**src/rtl/par2ser_pkg.sv**
```systemverilog
// Shared widths and FSM state encoding for the 8-bit parallel-to-serial converter.
// The PARITY state exists only when PAR2SER_PARITY_EN is defined.
package par2ser_pkg;
  localparam int DATA_W = 8;
  localparam int IDX_W  = 3;

`ifdef PAR2SER_PARITY_EN
  typedef enum logic [1:0] {IDLE, SHIFT, PARITY} state_t;
`else
  typedef enum logic {IDLE, SHIFT} state_t;
`endif
endpackage

```
**src/rtl/bit_index_ctr.sv**
```systemverilog
// Bit-select index: loads the start index, steps up (LSB first) or down (MSB first).
// Flags the start and terminal positions; holds whenever step is low.
module bit_index_ctr
  import par2ser_pkg::*;
(
  input  logic             clk,
  input  logic             rst_n,
  input  logic             load,
  input  logic             step,
  input  logic             lsb_first,
  output logic [IDX_W-1:0] idx,
  output logic             at_start,
  output logic             term
);

  logic [IDX_W-1:0] start_idx;
  logic [IDX_W-1:0] term_idx;

  assign start_idx = {IDX_W{~lsb_first}};
  assign term_idx  = {IDX_W{lsb_first}};
  assign at_start  = (idx == start_idx);
  assign term      = (idx == term_idx);

  always_ff @(posedge clk or negedge rst_n) begin
    if (!rst_n) begin
      idx <= '0;
    end else if (load) begin
      idx <= start_idx;
    end else if (step) begin
      idx <= lsb_first ? idx + 1'b1 : idx - 1'b1;
    end
  end

endmodule

```
**src/rtl/par2ser8.sv**
```systemverilog
// 8-bit parallel-to-serial shifter; first bit one cycle after load, ser_ready=0 stalls indefinitely.
// Define PAR2SER_PARITY_EN to append an even-parity bit as a ninth frame bit.
module par2ser8
  import par2ser_pkg::*;
#(
  parameter bit LSB_FIRST = 1'b1
) (
  input  logic              clk,
  input  logic              rst_n,
  input  logic              in_valid,
  output logic              in_ready,
  input  logic [DATA_W-1:0] in_data,
  output logic              ser_valid,
  input  logic              ser_ready,
  output logic              ser_out,
  output logic              ser_first,
  output logic              ser_last,
  output logic              busy
);

  state_t            state;
  logic [DATA_W-1:0] hold;
  logic [IDX_W-1:0]  idx;
  logic              at_start;
  logic              term;
  logic              load;
  logic              xfer;

  assign in_ready  = (state == IDLE);
  assign busy      = ~in_ready;
  assign ser_valid = (state != IDLE);
  assign load      = in_valid & in_ready;
  assign xfer      = ser_valid & ser_ready;

  bit_index_ctr u_ctr (
    .clk       (clk),
    .rst_n     (rst_n),
    .load      (load),
    .step      (xfer && (state == SHIFT)),
    .lsb_first (LSB_FIRST),
    .idx       (idx),
    .at_start  (at_start),
    .term      (term)
  );

  // hold only loads in IDLE, so it is frozen for the whole frame
  always_ff @(posedge clk or negedge rst_n) begin
    if (!rst_n) begin
      state <= IDLE;
      hold  <= '0;
    end else begin
      case (state)
        IDLE: begin
          if (load) begin
            hold  <= in_data;
            state <= SHIFT;
          end
        end
        SHIFT: begin
          if (xfer && term) begin
`ifdef PAR2SER_PARITY_EN
            state <= PARITY;
`else
            state <= IDLE;
`endif
          end
        end
`ifdef PAR2SER_PARITY_EN
        PARITY: begin
          if (xfer) state <= IDLE;
        end
`endif
        default: state <= IDLE;
      endcase
    end
  end

  always_comb begin
    ser_out   = 1'b0;
    ser_first = 1'b0;
    ser_last  = 1'b0;
    case (state)
      SHIFT: begin
        ser_out   = hold[idx];
        ser_first = at_start;
`ifdef PAR2SER_PARITY_EN
        ser_last  = 1'b0;
`else
        ser_last  = term;
`endif
      end
`ifdef PAR2SER_PARITY_EN
      PARITY: begin
        ser_out  = ^hold;
        ser_last = 1'b1;
      end
`endif
      default: ;
    endcase
  end

endmodule

```
**config.mk**
```make
export PLATFORM = sky130hd
export DESIGN_NAME = par2ser8
export DESIGN_NICKNAME = d
export VERILOG_FILES = /design/src/rtl/par2ser_pkg.sv /design/src/rtl/bit_index_ctr.sv /design/src/rtl/par2ser8.sv
export SDC_FILE = /design/constraint.sdc
export NUM_CORES = 1
export LEC_CHECK = 0
export BUFFER_PORTS_ARGS = -buffer_cell sky130_fd_sc_hd__buf_2
export CORE_MARGIN = 10
export CORE_UTILIZATION = 35
export CTS_CLUSTER_DIAMETER = 120
export CTS_CLUSTER_SIZE = 10
export DETAILED_ROUTE_END_ITERATION = 7
export SYNTH_ARGS = -nofsm -noshare
export SYNTH_HDL_FRONTEND = slang
export SYNTH_SLANG_ARGS = --single-unit
```
**constraint.sdc**
```tcl
create_clock -name clk -period 1.5 [get_ports clk]
set_input_delay 0.075 -clock clk [delete_from_list [all_inputs] [get_ports clk]]
set_output_delay 0.075 -clock clk [all_outputs]
set_load 0.005 [all_outputs]
```
==> out/metrics.cfg <==
[placement]
dp_hpwl_microns = 1030
port_buffers = 17
gp_congestion = 0.764
place_ws_ns = 0.118
dpl.cell_count = 80
placed_cell_area_sq_um = 727

[grt]
grt_max_degree = 13
antenna_found_initial = 0
grt_pass1_wl_microns = 2170
grt_usage_pct = 8.06
grt.overflow.total = 0
grt_pass1_vias = 473

[sta]
relSlewSlack_pct = 82.0
whs_ns = 0.0278
clock.fmax_mhz = 633
final-hold-violation-count = 0
skew_ns = 0.00635
drv_slew = 0
setup_viol = 2
fin_crit_sh_pct = 105
rsz0062_at_grt = true
tightestPinTransition_ns = 0.270
period_needed_ns = 1.58
setup_ws_ns = -0.0808

[critical_path]
path_class = reg -> out
cp_num_buf_inv = 1
cpPeakStageDelay_ns = 0.50
required_ns = 1.42
end_kind = output port
cp_max_fo = 3
cp_data_arrival_time_ns = 1.51
startpoint_type = flop
crit_chain = mux4_2, a22o_1, buf_2
cp_top_family = multiplexers
cp_slowest_cell = mux4_2

[clock_tree]
insertion_delay_ns = 0.27
clockBufferDepth = 2
cts_htree_levels = 1
cts_tree = yes
numCtsBuffers = 3
clk_transition_reported_paths_ns = 0.08
cts_sinks = 12
cts-root-buf = clkbuf_4

[route]
vias = 429
drt-wirelength-per-cell_microns = 15.1
dr.pass1.iters = 4
wl_microns = 1300
drtIter0Drc = 9
post-route-drc-count = 0
ant_nets = 0
viasPerCell = 4.99

[min_path]
hold_class = in -> reg

[yosys]
ys_ff_latch = 12
syn_nets = 61
syn_inst = 46
synth_area_per_cell_sq_um = 13.4
yosysUniqueCellTypes = 17
ys_seq_area_share_pct = 48.8
syn_area_sq_um = 616
yosysWarnings = 0

[cells_and_area]
final_nets = 85
diodes = 0
area_growth_syn_to_layout_pct = 26.8
final_area_sq_um = 781
drive_gt1_share_pct = 53.6
fin_cells = 86
num-fill-cells = 172

[floorplanning]
ios = 18
fp.dieH_microns = 61.9
core_sq_um = 1690
die_w_microns = 61.9
start_util_pct = 36.4
die-area_sq_um = 3840
num_rows = 15

[power_and_ir_drop]
leakagePower_nw = 0.387
power.density_nw_per_um2 = 1980
ir_drop_v = 0.000976

[run]
drv_cap = 0

[outcome]
violations = negative setup slack
status = complete, but fails checks

-- cells by family (layout without fill, tap and decap cells) --
group / Yosys count / in the layout / synth area share (%)
and+or+nand+nor: 7 / 7 / 5.89
adders and majority gates: 3 / 3 / 6.10
muxes: 12 / 12 / 26.4
AOI/OAI and AO/OA: 5 / 5 / 6.71
DFF: 12 / 12 / 48.8
xor gates and xnor gates: 1 / 1 / 1.42
buffers and inverters: 6 / 29 / 4.67
-- final cells by class --
| type | instances | area (sq um) | share of cell area, % |
|---|---|---|---|
| repair buffers | 22 | 129 | 16.5 |
| flip-flops and latches | 12 | 302 | 38.6 |
| well taps | 17 | 21.3 | 2.72 |
| multi-input cells | 28 | 282 | 36.1 |
| inverters | 3 | 11.3 | 1.44 |
| clock buffers | 4 | 36.3 | 4.65 |
-- registers in the layout (all words and copies together), names as in the netlist --
| name | flops |
|---|---|
| busy | 1 |
| hold | 8 |
| u_ctr.idx | 3 |
-- cell usage after synthesis, drive strengths merged --
master,count,area (sq um)
mux4,2,52.6
nor2,2,7.51
and2,2,12.5
xor2,1,8.76
ha,3,37.5
o2bb2ai,2,17.5
mux2i,2,20.0
a31oi,1,6.26
mux2,8,90.1
nor2b,2,12.5
nand2,1,3.75
inv,3,11.3
clkbuf,1,5.00
a22o,2,17.5
buf,2,12.5
dfrtp,12,300
-- layout by cell type (no fill, tap or decap) --
master / Yosys / layout
xor2_1: 1 / 1
a22o_1: 2 / 2
mux4_2: 0 / 2
clkbuf_8: 0 / 1
buf_4: 1 / 3
dfrtp_2: 0 / 1
and2_1: 2 / 2
nor2b_1: 2 / 2
clkbuf_4: 0 / 3
mux2i_1: 2 / 2
dfrtp_1: 12 / 11
buf_2: 1 / 17
nand2_1: 1 / 1
nor2_1: 2 / 2
dlygate4sd3_1: 0 / 1
ha_2: 0 / 1
mux2_2: 8 / 8
a31oi_1: 1 / 1
inv_1: 3 / 3
ha_1: 3 / 2
o2bb2ai_1: 2 / 2
buf_6: 0 / 1
-- per-stage QoR --
step           setup TNS, ns  total power, mW  util [%]
3_3_place_gp               0             1.22      43.0
5_1_grt               -0.256             1.68      46.2
3_5_place_dp               0             1.26      43.0
6_report              -0.108             1.54      46.2
2_1_floorplan              0             1.02         -
4_1_cts               -0.217             1.54      45.3
-- power by group --
group	leakage (nW)	internal, mW	switching (mW)	total (mW)
registers	0.141	0.485	0.135	0.620
logic	0.225	0.417	0.252	0.670
clock network	0.0210	0.148	0.108	0.256
-- layer usage --
metal	track usage, %	wire length, microns
met5	0	0
met4	2.87	10
met3	5.28	114
met2	12.6	643
met1	8.55	533
-- path summary, 6_finish.rpt --
check | start | to | slack, ns | cells after the start
setup / recovery | u_ctr.idx[1] | ser_out | -0.08 | 3
hold / removal | in_data[4] | hold[4] | 0.03 | 2
setup reg to reg | u_ctr.idx[1] | u_ctr.idx[2] | 0.16 | 5
hold reg to reg | hold[6] | hold[6] | 0.52 | 1
max in group asynchronous | rst_n | u_ctr.idx[1] | 1.06 | 2
min in group asynchronous | rst_n | busy | 0.20 | 2
-- timing repair --
item                       CTS  global route
pin swaps                    1             0
setup buffers                0             1
hold buffers                 1             0
hold endpoints to repair    12             0
cloned                       0             0
setup endpoints to repair    2             3
resized for setup            2             3
Note: power is estimated with default switching activity, not from simulation.
